===== src/rtl/pipeline_hazard_ctrl_if.sv =====
// Pipeline-side bundle for the hazard controller: ID/EX operand info and branch/mul-div events in, stall/bubble/flush controls out.
// master = pipeline datapath, slave = pipeline_hazard_ctrl.
interface pipeline_hazard_ctrl_if #(
   parameter int REG_W = 5,
   parameter int CNT_W = 16
);
   logic [REG_W-1:0] rs1_ID;
   logic [REG_W-1:0] rs2_ID;
   logic             rs1_used_ID;
   logic             rs2_used_ID;
   logic [REG_W-1:0] rd_EX;
   logic             reg_WB_EX;
   logic             load_EX;
   logic             branch_ID;
   logic             branch_resolved;
   logic             branch_taken;
   logic             md_start_EX;
   logic             md_done;
   logic             stall_IFID;
   logic             stall_IDEX;
   logic             stall_EXMEM;
   logic             bubble_EX;
   logic             flush;
   logic             busy;
   logic [CNT_W-1:0] stall_cycles;

   modport master (
      output rs1_ID, rs2_ID, rs1_used_ID, rs2_used_ID, rd_EX, reg_WB_EX, load_EX,
             branch_ID, branch_resolved, branch_taken, md_start_EX, md_done,
      input  stall_IFID, stall_IDEX, stall_EXMEM, bubble_EX, flush, busy, stall_cycles
   );

   modport slave (
      input  rs1_ID, rs2_ID, rs1_used_ID, rs2_used_ID, rd_EX, reg_WB_EX, load_EX,
             branch_ID, branch_resolved, branch_taken, md_start_EX, md_done,
      output stall_IFID, stall_IDEX, stall_EXMEM, bubble_EX, flush, busy, stall_cycles
   );
endinterface


===== src/rtl/pipeline_hazard_ctrl.sv =====
// Sequential hazard controller: load-use stalls, branch wait/flush, optional mul/div busy stall, saturating stall counter.
// Define HAZARD_MULDIV_EN to enable the MD_BUSY stall; otherwise md_start_EX/md_done are ignored and stall_EXMEM is 0.
module pipeline_hazard_ctrl #(
   parameter int REG_W      = 5,
   parameter int LOAD_STALL = 1,
   parameter int FLUSH_LEN  = 1,
   parameter int CNT_W      = 16
) (
   input logic                  clk,
   input logic                  reset,
   pipeline_hazard_ctrl_if.slave hif
);

   typedef enum logic [2:0] {
      S_IDLE,
      S_LOAD_STALL,
      S_BR_WAIT,
      S_FLUSH,
      S_MD_BUSY
   } state_e;

   state_e           state_q, state_d;
   logic [2:0]       cnt_q, cnt_d;
   logic [CNT_W-1:0] stallCycles_q;

   logic [REG_W-1:0] rdEx;
   logic             luh;
   logic             mdReq;
   logic             stallIfid;
   logic             stallIdex;
   logic             stallExmem;
   logic             bubbleEx;
   logic             flushSig;

   assign rdEx = hif.rd_EX;
   assign luh  = hif.load_EX & hif.reg_WB_EX & (rdEx != '0) &
                 ((hif.rs1_used_ID & (hif.rs1_ID == rdEx)) |
                  (hif.rs2_used_ID & (hif.rs2_ID == rdEx)));

`ifdef HAZARD_MULDIV_EN
   assign mdReq = hif.md_start_EX & ~hif.md_done;
`else
   logic unusedMd;
   assign mdReq    = 1'b0;
   assign unusedMd = hif.md_start_EX ^ hif.md_done ^ stallExmem;
`endif

   // The first cycle of every hazard is answered combinationally from IDLE; later cycles follow cnt_q.
   always_comb begin
      state_d    = state_q;
      cnt_d      = cnt_q;
      stallIfid  = 1'b0;
      stallIdex  = 1'b0;
      stallExmem = 1'b0;
      bubbleEx   = 1'b0;
      flushSig   = 1'b0;
      case (state_q)
         S_IDLE: begin
            if (mdReq) begin
               stallIfid  = 1'b1;
               stallIdex  = 1'b1;
               stallExmem = 1'b1;
               state_d    = S_MD_BUSY;
            end else if (luh) begin
               stallIfid = 1'b1;
               stallIdex = 1'b1;
               bubbleEx  = 1'b1;
               if (LOAD_STALL > 1) begin
                  state_d = S_LOAD_STALL;
                  cnt_d   = 3'(LOAD_STALL - 1);
               end
            end else if (hif.branch_ID) begin
               stallIfid = 1'b1;
               state_d   = S_BR_WAIT;
            end
         end
         S_LOAD_STALL: begin
            stallIfid = 1'b1;
            stallIdex = 1'b1;
            bubbleEx  = 1'b1;
            cnt_d     = cnt_q - 3'd1;
            if (cnt_q <= 3'd1) begin
               state_d = S_IDLE;
            end
         end
         S_BR_WAIT: begin
            if (!hif.branch_resolved) begin
               stallIfid = 1'b1;
            end else if (hif.branch_taken) begin
               flushSig = 1'b1;
               if (FLUSH_LEN > 1) begin
                  state_d = S_FLUSH;
                  cnt_d   = 3'(FLUSH_LEN - 1);
               end else begin
                  state_d = S_IDLE;
               end
            end else begin
               state_d = S_IDLE;
            end
         end
         S_FLUSH: begin
            flushSig = 1'b1;
            cnt_d    = cnt_q - 3'd1;
            if (cnt_q <= 3'd1) begin
               state_d = S_IDLE;
            end
         end
`ifdef HAZARD_MULDIV_EN
         S_MD_BUSY: begin
            if (hif.md_done) begin
               state_d = S_IDLE;
            end else begin
               stallIfid  = 1'b1;
               stallIdex  = 1'b1;
               stallExmem = 1'b1;
            end
         end
`endif
         default: begin
            state_d = S_IDLE;
            cnt_d   = '0;
         end
      endcase
   end

   always_ff @(posedge clk) begin
      if (reset) begin
         state_q       <= S_IDLE;
         cnt_q         <= '0;
         stallCycles_q <= '0;
      end else begin
         state_q <= state_d;
         cnt_q   <= cnt_d;
         if (stallIfid && (stallCycles_q != '1)) begin
            stallCycles_q <= stallCycles_q + CNT_W'(1);
         end
      end
   end

   // Reset masks every output in the same cycle so an abandoned operation leaves nothing behind.
   assign hif.stall_IFID   = stallIfid & ~reset;
   assign hif.stall_IDEX   = stallIdex & ~reset;
   assign hif.bubble_EX    = bubbleEx & ~reset;
   assign hif.flush        = flushSig & ~reset;
   assign hif.busy         = (state_q != S_IDLE) & ~reset;
   assign hif.stall_cycles = reset ? '0 : stallCycles_q;
`ifdef HAZARD_MULDIV_EN
   assign hif.stall_EXMEM  = stallExmem & ~reset;
`else
   assign hif.stall_EXMEM  = 1'b0;
`endif

endmodule


===== src/flat_wrapper.sv =====
// flat-port wrapper written by rule: the top's interface ports become plain ports
module pipeline_hazard_ctrl_flat 
#(
   parameter int REG_W      = 5,
   parameter int LOAD_STALL = 1,
   parameter int FLUSH_LEN  = 1,
   parameter int CNT_W      = 16
)
  (clk, reset, hif_rs1_ID, hif_rs2_ID, hif_rs1_used_ID, hif_rs2_used_ID, hif_rd_EX, hif_reg_WB_EX, hif_load_EX, hif_branch_ID, hif_branch_resolved, hif_branch_taken, hif_md_start_EX, hif_md_done, hif_stall_IFID, hif_stall_IDEX, hif_stall_EXMEM, hif_bubble_EX, hif_flush, hif_busy, hif_stall_cycles);
  pipeline_hazard_ctrl_if #(.REG_W(REG_W), .CNT_W(CNT_W)) hif_i ();
  input logic clk;
  input logic reset;
  input wire logic [$bits(hif_i.rs1_ID)-1:0] hif_rs1_ID;
  input wire logic [$bits(hif_i.rs2_ID)-1:0] hif_rs2_ID;
  input wire logic [$bits(hif_i.rs1_used_ID)-1:0] hif_rs1_used_ID;
  input wire logic [$bits(hif_i.rs2_used_ID)-1:0] hif_rs2_used_ID;
  input wire logic [$bits(hif_i.rd_EX)-1:0] hif_rd_EX;
  input wire logic [$bits(hif_i.reg_WB_EX)-1:0] hif_reg_WB_EX;
  input wire logic [$bits(hif_i.load_EX)-1:0] hif_load_EX;
  input wire logic [$bits(hif_i.branch_ID)-1:0] hif_branch_ID;
  input wire logic [$bits(hif_i.branch_resolved)-1:0] hif_branch_resolved;
  input wire logic [$bits(hif_i.branch_taken)-1:0] hif_branch_taken;
  input wire logic [$bits(hif_i.md_start_EX)-1:0] hif_md_start_EX;
  input wire logic [$bits(hif_i.md_done)-1:0] hif_md_done;
  output wire logic [$bits(hif_i.stall_IFID)-1:0] hif_stall_IFID;
  output wire logic [$bits(hif_i.stall_IDEX)-1:0] hif_stall_IDEX;
  output wire logic [$bits(hif_i.stall_EXMEM)-1:0] hif_stall_EXMEM;
  output wire logic [$bits(hif_i.bubble_EX)-1:0] hif_bubble_EX;
  output wire logic [$bits(hif_i.flush)-1:0] hif_flush;
  output wire logic [$bits(hif_i.busy)-1:0] hif_busy;
  output wire logic [$bits(hif_i.stall_cycles)-1:0] hif_stall_cycles;
  assign hif_i.rs1_ID = hif_rs1_ID;
  assign hif_i.rs2_ID = hif_rs2_ID;
  assign hif_i.rs1_used_ID = hif_rs1_used_ID;
  assign hif_i.rs2_used_ID = hif_rs2_used_ID;
  assign hif_i.rd_EX = hif_rd_EX;
  assign hif_i.reg_WB_EX = hif_reg_WB_EX;
  assign hif_i.load_EX = hif_load_EX;
  assign hif_i.branch_ID = hif_branch_ID;
  assign hif_i.branch_resolved = hif_branch_resolved;
  assign hif_i.branch_taken = hif_branch_taken;
  assign hif_i.md_start_EX = hif_md_start_EX;
  assign hif_i.md_done = hif_md_done;
  assign hif_stall_IFID = hif_i.stall_IFID;
  assign hif_stall_IDEX = hif_i.stall_IDEX;
  assign hif_stall_EXMEM = hif_i.stall_EXMEM;
  assign hif_bubble_EX = hif_i.bubble_EX;
  assign hif_flush = hif_i.flush;
  assign hif_busy = hif_i.busy;
  assign hif_stall_cycles = hif_i.stall_cycles;
  pipeline_hazard_ctrl #(.REG_W(REG_W), .LOAD_STALL(LOAD_STALL), .FLUSH_LEN(FLUSH_LEN), .CNT_W(CNT_W)) u_core (.clk(clk), .reset(reset), .hif(hif_i));
endmodule

===== config.mk =====
export PLATFORM = sky130hd
export DESIGN_NAME = pipeline_hazard_ctrl_flat
export DESIGN_NICKNAME = d
export VERILOG_FILES = /design/src/rtl/pipeline_hazard_ctrl_if.sv /design/src/rtl/pipeline_hazard_ctrl.sv /design/src/flat_wrapper.sv
export SDC_FILE = /design/constraint.sdc
export NUM_CORES = 1
export LEC_CHECK = 0
export CORE_ASPECT_RATIO = 0.7
export CORE_MARGIN = 5
export CORE_UTILIZATION = 39
export CTS_BUF_LIST = sky130_fd_sc_hd__clkbuf_8 sky130_fd_sc_hd__clkbuf_16
export DETAILED_ROUTE_END_ITERATION = 8
export HOLD_SLACK_MARGIN = 0.06
export PLACE_DENSITY = 0.8
export SYNTH_ARGS = -nofsm -noshare
export SYNTH_HDL_FRONTEND = slang
export SYNTH_SLANG_ARGS = --single-unit

===== constraint.sdc =====
create_clock -name clk -period 2.2 [get_ports clk]
set_input_delay 0.55 -clock clk [delete_from_list [all_inputs] [get_ports clk]]
set_output_delay 0.55 -clock clk [all_outputs]
set_load 0.02 [all_outputs]

# ---- Yosys cells after proc, flatten, opt, wreduce, memory -nomap -nowiden
# Cells that the tools add are included.
dict set report word_totals {
  reg_bits 22
  rom_bits 0
  latchBits 0
  input_bits 26
  elab_cells 50
  out_inout_bits 22
  ram_bits 0
  memories 0
}
dict set report op_classes {
  n_mux 16
  n_reduce_logical 7
  mul 0
  add_sub_neg 2
  order_cmp 1
  shift 0
  n_bitwise 11
  n_eq_ne 10
  div_mod_pow 0
}
# op count
set op_table {}
lappend op_table {{adder 16 x 1 -> 16 bit (second input constant)} 1}
lappend op_table {{two-way mux 16 bit} 1}
lappend op_table {{inequality test 16 bit (second input constant)} 1}
lappend op_table {{two-way mux 3 bit} 4}
lappend op_table {{equality test 5 bit} 2}
lappend op_table {{AND 1 bit} 9}
lappend op_table {{case mux 3 bit (3 select lines)} 1}
lappend op_table {{equality test 3 x 2 -> 1 bit (second input constant)} 2}
lappend op_table {{two-way mux 1 bit} 6}
lappend op_table {{inequality test 2 bit (second input constant)} 3}
lappend op_table {{case mux 3 bit (2 select lines)} 1}
lappend op_table {{nonzero test 5 bit} 1}
lappend op_table {{case mux 1 bit (2 select lines)} 2}
lappend op_table {{AND reduction 4 bit} 1}
lappend op_table {{OR reduction 2 bit} 2}
lappend op_table {{equality test 3 x 1 -> 1 bit (second input constant)} 1}
lappend op_table {{<= comparator 3 x 1 -> 1 bit (second input constant)} 1}
lappend op_table {{zero test 3 bit} 1}
lappend op_table {{case mux 1 bit (3 select lines)} 1}
lappend op_table {{nonzero test 3 bit} 1}
lappend op_table {{subtractor 3 x 1 -> 3 bit (second input constant)} 1}
lappend op_table {{inequality test 2 x 1 -> 1 bit (second input constant)} 1}
lappend op_table {{logical AND 1 bit} 1}
lappend op_table {{inverter 1 bit} 1}
lappend op_table {{bitwise OR 1 bit} 1}

# ---- Longest topological paths before layout
# Gate-level depths: netlist of the first run.
dict set report depth {
  word_depth 7
  ltp_mapped 8
  mapped_depth_nobuf 7
}

# ---- Worst setup path after synthesis of the first run
# Ideal clock, no wire load.
dict set report synth_timing {
  kind {input to output}
  startpoint {in hif_rd_EX[1]}
  endpoint {out hif_stall_IDEX}
  path_slack_ps -238
  arrival_time_ps 1888
  path_buffers 1
  path_stages 6
  path_cell_list {xnor2_1 -> nand4_1 -> o22ai_2 -> nand2_1 -> nor3_1 -> buf_4}
}
dict set report synth_between {
  elab_chain_len 7
}
# item line_no
set synth_lines {}
lappend synth_lines {{start, declared} flat_wrapper.sv:17} ;# input wire logic [$bits(hif_i.rd_EX)-1:0] hif_rd_EX;
lappend synth_lines {{equality test 5 bit, on equally long branches} {pipeline_hazard_ctrl.sv:37, pipeline_hazard_ctrl.sv:38}}
lappend synth_lines {{AND 1 bit, on equally long branches} {pipeline_hazard_ctrl.sv:37, pipeline_hazard_ctrl.sv:38}}
lappend synth_lines {{bitwise OR 1 bit} pipeline_hazard_ctrl.sv:37} ;# ((hif.rs1_used_ID & (hif.rs1_ID == rdEx)) |
lappend synth_lines {{AND 1 bit (*)} pipeline_hazard_ctrl.sv:36} ;# assign luh = hif.load_EX & hif.reg_WB_EX & (rdEx != '0) &
lappend synth_lines {{two-way mux 1 bit (*)} -}
lappend synth_lines {{case mux 1 bit (2 select lines) (*)} -}
lappend synth_lines {{AND 1 bit (*)} -}
lappend synth_lines {{end, declared} flat_wrapper.sv:26} ;# output wire logic [$bits(hif_i.stall_IDEX)-1:0] hif_stall_IDEX;
# Every way passes the cells marked *; elsewhere a longest branch is shown, timed or not.

# ---- Worst setup path after layout of the first run
dict set report layout_timing {
  startpoint {in hif_rd_EX[3]}
  endpoint {out hif_stall_IFID}
}
dict set report layout_between {
  elab_chain_len 7
}
# item line_no
set layout_lines {}
lappend layout_lines {{equality test 5 bit, on equally long branches} {pipeline_hazard_ctrl.sv:37, pipeline_hazard_ctrl.sv:38}}
lappend layout_lines {{AND 1 bit, on equally long branches} {pipeline_hazard_ctrl.sv:37, pipeline_hazard_ctrl.sv:38}}
lappend layout_lines {{bitwise OR 1 bit} pipeline_hazard_ctrl.sv:37}
lappend layout_lines {{AND 1 bit (*)} pipeline_hazard_ctrl.sv:36}
lappend layout_lines {{two-way mux 1 bit (*)} pipeline_hazard_ctrl.sv:64} ;# end else if (luh) begin
lappend layout_lines {{case mux 1 bit (3 select lines) (*)} pipeline_hazard_ctrl.sv:57} ;# case (state_q)
lappend layout_lines {{AND 1 bit (*)} pipeline_hazard_ctrl.sv:141} ;# assign hif.stall_IFID = stallIfid & ~reset;
lappend layout_lines {{end, declared} flat_wrapper.sv:25} ;# output wire logic [$bits(hif_i.stall_IFID)-1:0] hif_stall_IFID;
# Marks and branches as above.

==> results of run 1 <==
[cells in the mapped netlist, types with 4 or more instances]
cell type / n
nor2b_1: 17
nand3_1: 11
nand4_1: 4
nand2_1: 10
xnor2_1: 10
mux2_2: 4
nor2_1: 17
mux2_4: 9
dfxtp_1: 17
nor3_2: 6
[power groups by stage]
stage	logic, mW	clock network, mW	registers [mW]
final	0.188	0.230	0.322
after global routing	0.202	0.246	0.323
after CTS	0.171	0.235	0.321
after detailed placement	0.174	0	0.328
after global placement	0.167	0	0.327
after floorplan	0.0844	0	0.326
[cell type report]
| type | instances | share of cell area, % |
|---|---|---|
| clock buffer | 3 | 2.07 |
| clock inverter | 1 | 0.189 |
| multi-input combinational | 117 | 47.1 |
| sequential | 17 | 17.1 |
| tap | 38 | 2.39 |
| timing repair buffer | 67 | 31.1 |
[logic make-up (layout without fill, tap and decap cells)]
logic type	count (synthesis)	after routing	synth area share (%)
AO/OA/AOI/OAI	10	10	7.84
XOR/XNOR	10	10	7.03
adder cells (fa/ha/maj)	1	1	1.00
buffers and inverters	7	71	3.62
flip-flops	17	17	27.3
multiplexers	14	14	15.4
other	1	1	0.301
AND/OR/NAND/NOR	81	81	37.5
[worst register-to-register path, stage by stage, from the launching register on]
cell and delay [ns]:
dfxtp_1 0.38, ha_1 0.22, nand3_1 0.10, nor2_1 0.32
nand3_1 0.15, and2_0 0.27, and4_1 0.24, mux2_4 0.29
[state kept, by name, indices dropped and copies added (netlist names)]
register,flops
u_core.stallCycles_q,16
u_core.state_q,1
[through the flow]
stage	setup WS, ns	power [mW]
floorplan	-0.0674	0.411
global placement	-0.977	0.494
detailed placement	-1.01	0.502
CTS	-0.304	0.728
global route	-0.281	0.771
finish	-0.252	0.740
[final timing paths]
kind / cells after the start / slack, ns / to
setup reg to reg: 7 / 0.12 / u_core.stallCycles_q[13]
setup / recovery: 7 / -0.25 / hif_stall_IFID
hold / removal: 2 / 0.52 / u_core.stallCycles_q[1]
hold reg to reg: 2 / 0.52 / u_core.stallCycles_q[1]
[repair_timing]
action	4_1_cts	5_1_grt
pin swaps	11	12
setup endpoints to repair	37	18
resized for setup	106	25
gates cloned	1	0
buffers inserted	3	1
[metal layers]
metal / global-route usage, % / vias to the layer above / routed length [µm]
met5: 0 / - / 0
met4: 1.96 / 0 / 15
met3: 4.89 / 4 / 186
met2: 28.1 / 37 / 1820
met1: 21.1 / 621 / 1660
li1: - / 622 / -
==> results.sh, run 1 <==
export IMPL_final_common_cell="buf_4"
export IMPL_syn_to_final_growth_pct=59.9
export IMPL_portBuffers=44
export IMPL_path_max_fanout=2
export IMPL_syn_avg_cell_area_um2=8.83
export IMPL_final_util_pct=64.1
export IMPL_num_vias=1284
export IMPL_dp_hpwl_mm=2.68
export IMPL_multi_input_comb_area_um2=938
export IMPL_antenna_cells=0
export IMPL_routed_wl_mm=3.68
export IMPL_r2r_start="u_core.stallCycles_q[0]"
export IMPL_min_period_over_period_pct=111
export IMPL_drt_iter0_markers=68
export IMPL_synth_nets=168
export IMPL_grt_pass1_vias=1333
export IMPL_clk_insertion_delay_late_ns=0.25
export IMPL_gr_usage_all_layers_pct=16.4
export IMPL_rows=17
export IMPL_initial_core_util_pct=40.1
export IMPL_drive_gt1_share_pct=42.9
export IMPL_yosysTopAreaCell="dfxtp_1"
export IMPL_critical_path_class="in2out"
export IMPL_drc=0
export IMPL_detail_route_antenna_nets=0
export IMPL_cp_slowest_cell="or3_4"
export IMPL_root_buffer="clkbuf_8"
export IMPL_nets=233
export IMPL_first_pass_iters=4
export IMPL_synth_cells=141
export IMPL_rsz0062_at_grt="yes"
export IMPL_regArea_um2=340
export IMPL_fin_cells=243
export IMPL_dp_cells=235
export IMPL_antenna_found_initial=0
export IMPL_async_flop_share_pct=0
export IMPL_crit_path_start_kind="primary input"
export IMPL_seqPwrFrac_pct=43.6
export IMPL_via_per_inst=5.28
export IMPL_cap_viol_max_count=0
export IMPL_synth_area_mm2=0.00124
export IMPL_cpPeakStageDelay_ns=0.37
export IMPL_ys_seq_area_share_pct=27.3
export IMPL_io_pins=48
export IMPL_run_status="complete, but fails checks"
export IMPL_p_clk_share_pct=31.1
export IMPL_hold_ws_ns=0.516
export IMPL_synth_top_area_share_pct=27.3
export IMPL_die_area_mm2=0.00444
export IMPL_internal_power_uw=538
export IMPL_coreArea_mm2=0.00311
export IMPL_min_from="u_core.stallCycles_q[1]"
export IMPL_hold_viol=0
export IMPL_powerDensity_mw_per_mm2=371
export IMPL_cts_tree="done"
export IMPL_cp_cell_sequence="buf_6 > or3_4 > o311a_4 > a211o_4 > nand2_4 > nor2_4 > buf_6"
export IMPL_p_sw_uw=201
export IMPL_drv_slew=0
export IMPL_synth_edf_count=0
export IMPL_clock_sinks=17
export IMPL_worst_path_most_repeated_cell="buf_6"
export IMPL_wl_per_cell_um=15.2
export IMPL_setup_viol=10
export IMPL_yosysWarnings=0
export IMPL_numCtsBuffers=3
export IMPL_place_gp_congestion=0.764
export IMPL_design_area_mm2=0.00199
export IMPL_cp_data_arrival_time_ns=1.90
export IMPL_swShare_pct=27.2
export IMPL_grt_overflow_total=0
export IMPL_worst_hold_path_type="reg2reg"
export IMPL_synthTopCellsByArea="dfxtp_1, mux2_4, nor2b_1, xnor2_1, nor2_1"
export IMPL_violations="setup timing"
export IMPL_required_ns=1.65
export IMPL_critPathBufInv=2
export IMPL_fin_ws_ns=-0.252
export IMPL_final_setup_tns_ns=-0.898
export IMPL_p_comb_share_pct=25.4
export IMPL_die_h_um=57.3
export IMPL_cp_end_kind="output port"
export IMPL_grt_pass1_wl_mm=6.14
export IMPL_fillerInstances=262
export IMPL_synthFlopType="dfxtp_1"
export IMPL_worst_clock_skew_ns=0.000547
export IMPL_cts_hold_buf=0
export IMPL_irDropWorstVdd_mv=0.338
export IMPL_placed_cell_area_mm2=0.00186
export IMPL_p_leak_nw=0.839
export IMPL_cts_buffer_depth=2
export IMPL_h_tree_depth=1
export IMPL_clk_pin_slew_worst_paths_ns=0.07
export IMPL_most_common_layout_cells="buf_4, nor2b_1, dfxtp_1, nor2_1, clkdlybuf4s15_2"
export IMPL_crit_start="hif_rd_EX[3]"
export IMPL_fmax_mhz=408
export IMPL_grt_max_degree=21
export IMPL_ys_types=34
export IMPL_cpLargestDelayFamily="compound AO/OA/AOI/OAI gates"
export IMPL_die_w_um=77.5
export IMPL_fin_crit_ns=2.45
export IMPL_synth_seq_cells=17
Note: power is estimated with default switching activity, not from simulation.
==> inputs of run 2 (changes only) <==
--- a/config.mk
+++ b/config.mk
@@ -12,6 +12,7 @@
 export DETAILED_ROUTE_END_ITERATION = 8
 export HOLD_SLACK_MARGIN = 0.06
 export PLACE_DENSITY = 0.8
+export SLEW_MARGIN = 20
 export SYNTH_ARGS = -nofsm -noshare
 export SYNTH_HDL_FRONTEND = slang
 export SYNTH_SLANG_ARGS = --single-unit
==> results of run 2 <==
No change in the layout: final DEF, timing and power equal those of run 1.
==> inputs of run 3 (changes only) <==
--- a/config.mk
+++ b/config.mk
@@ -12,6 +12,7 @@
 export DETAILED_ROUTE_END_ITERATION = 8
 export HOLD_SLACK_MARGIN = 0.06
 export PLACE_DENSITY = 0.8
+export SETUP_SLACK_MARGIN = 0.4
 export SLEW_MARGIN = 20
 export SYNTH_ARGS = -nofsm -noshare
 export SYNTH_HDL_FRONTEND = slang
==> results.sh, run 3 (synthesis results as in run 1) <==
export IMPL_dp_cells=241
export IMPL_setup_viol=14
export IMPL_design_area_mm2=0.00230
export IMPL_detail_route_antenna_nets=0
export IMPL_syn_to_final_growth_pct=84.5
export IMPL_irDropWorstVdd_mv=0.217
export IMPL_fin_cells=253
export IMPL_hold_ws_ns=0.551
export IMPL_io_pins=48
export IMPL_die_h_um=57.3
export IMPL_min_period_over_period_pct=111
export IMPL_cp_slowest_cell="or3_4"
export IMPL_cts_tree="done"
export IMPL_crit_path_start_kind="primary input"
export IMPL_dp_hpwl_mm=2.85
export IMPL_rows=17
export IMPL_fmax_mhz=408
export IMPL_routed_wl_mm=4.59
export IMPL_most_common_layout_cells="buf_4, buf_6, dfxtp_1, nor2_1, nor2b_4"
export IMPL_cp_cell_sequence="buf_6 > or3_4 > o311a_4 > a211o_4 > nand2_4 > nor2_4 > buf_6"
export IMPL_required_ns=1.65
export IMPL_clk_insertion_delay_late_ns=0.26
export IMPL_fin_crit_ns=2.45
export IMPL_drv_slew=0
export IMPL_die_w_um=77.5
export IMPL_initial_core_util_pct=40.1
export IMPL_num_vias=1355
export IMPL_grt_max_degree=17
export IMPL_grt_pass1_wl_mm=6.77
export IMPL_cpPeakStageDelay_ns=0.37
export IMPL_cp_data_arrival_time_ns=1.90
export IMPL_numCtsBuffers=3
export IMPL_largest_register_ffs=16
export IMPL_grt_pass1_vias=1401
export IMPL_place_gp_congestion=0.821
export IMPL_rsz0062_at_grt="yes"
export IMPL_placed_cell_area_mm2=0.00197
export IMPL_run_status="complete, but fails checks"
export IMPL_largest_registers="u_core.stallCycles_q (16), u_core.state_q (1)"
export IMPL_antenna_found_initial=0
export IMPL_clock_sinks=17
export IMPL_coreArea_mm2=0.00311
export IMPL_first_pass_iters=4
export IMPL_die_area_mm2=0.00444
export IMPL_place_worst_setup_slack_ns=-0.992
export IMPL_worst_hold_path_type="reg2reg"
export IMPL_drc=0
export IMPL_powerDensity_mw_per_mm2=344
export IMPL_cpLargestDelayFamily="compound AO/OA/AOI/OAI gates"
export IMPL_cap_viol_max_count=0
export IMPL_grt_overflow_total=0
export IMPL_cp_end_kind="output port"
export IMPL_critPathBufInv=2
export IMPL_cts_buffer_depth=2
export IMPL_root_buffer="clkbuf_8"
export IMPL_power_uw=791
export IMPL_drive_gt1_share_pct=56.3
export IMPL_hold_viol=0
export IMPL_final_common_cell="buf_4"
export IMPL_drt_iter0_markers=52
export IMPL_p_leak_nw=0.958
export IMPL_largest_register="u_core.stallCycles_q"
export IMPL_worst_path_most_repeated_cell="buf_6"
export IMPL_violations="setup timing"
export IMPL_via_per_inst=5.36
export IMPL_h_tree_depth=1
export IMPL_worst_clock_skew_ns=0.00506
export IMPL_critical_path_class="in2out"
export IMPL_nets=243
export IMPL_gr_usage_all_layers_pct=18.9
export IMPL_wl_per_cell_um=18.2
export IMPL_path_max_fanout=2
export IMPL_fin_ws_ns=-0.249
export IMPL_antenna_cells=0
export IMPL_portBuffers=44
export IMPL_clk_pin_slew_worst_paths_ns=0.07
## run 3: cell count changes in the layout (fill, tap and decap cells not counted), sizes merged
| cell | delta |
|---|---|
| clkdlybuf4s50 | -2 |
| buf | +23 |
| clkdlybuf4s15 | -15 |
| bufbuf | +1 |
| dlygate4sd2 | +1 |
| clkbuf | +1 |
| dlymetal6s2s | +1 |
## run 3: through the flow
stage	setup TNS [ns]	util [%]
floorplan	-0.0949	-
global placement	-17.57	63.5
detailed placement	-19.00	63.5
CTS	-2.22	69.1
global route	-3.00	74.0
finish	-2.22	74.0
## run 3: layout make-up
type	count	area [µm²]
Multi-Input combinational cell	117	1120
Fill cell	188	808
Timing Repair Buffer	77	746
Sequential cell	17	342
Tap cell	38	47.5
Clock buffer	3	41.3
Clock inverter	1	3.75
## run 3: power by group
group          internal, mW  switching, mW  total, mW
registers             0.314        0.00927      0.323
clock network         0.124          0.114      0.238
logic                 0.120          0.110      0.230
## run 3: worst paths after layout
path / cells past startpoint / slack (ns) / endpoint / startpoint
max: 7 / -0.25 / hif_stall_IFID / hif_rd_EX[3]
min: 2 / 0.55 / u_core.stallCycles_q[0] / u_core.stallCycles_q[0]
max reg2reg: 6 / 0.15 / u_core.stallCycles_q[15] / u_core.stallCycles_q[8]
min reg2reg: 2 / 0.55 / u_core.stallCycles_q[0] / u_core.stallCycles_q[0]
## run 3: layer usage
metal | GRT usage [%] | wire length, µm | share of wire [%] | up-vias
met1 | 21.4 | 1800 | 39 | 657
li1 | - | - | - | 648
met4 | 7.60 | 117 | 2.5 | 0
met2 | 34.7 | 2510 | 55 | 38
met3 | 3.94 | 157 | 3.4 | 12
met5 | 0 | 0 | 0 | -
## run 3: timing repair
action,4_1_cts,5_1_grt
gates resized for setup,172,41
cloned,1,0
pin swaps,14,9
hold buffers,0,0
buffers inserted,3,4
endpoints found under the setup margin,38,32
## run 3: worst reg2reg max path, cell delays in order, from the launching register on
cell     delay (ns)
dfxtp_1        0.38
and4_1         0.25
and3_1         0.22
and2_1         0.18
nand2_1        0.07
or4_4          0.54
mux2_4         0.31
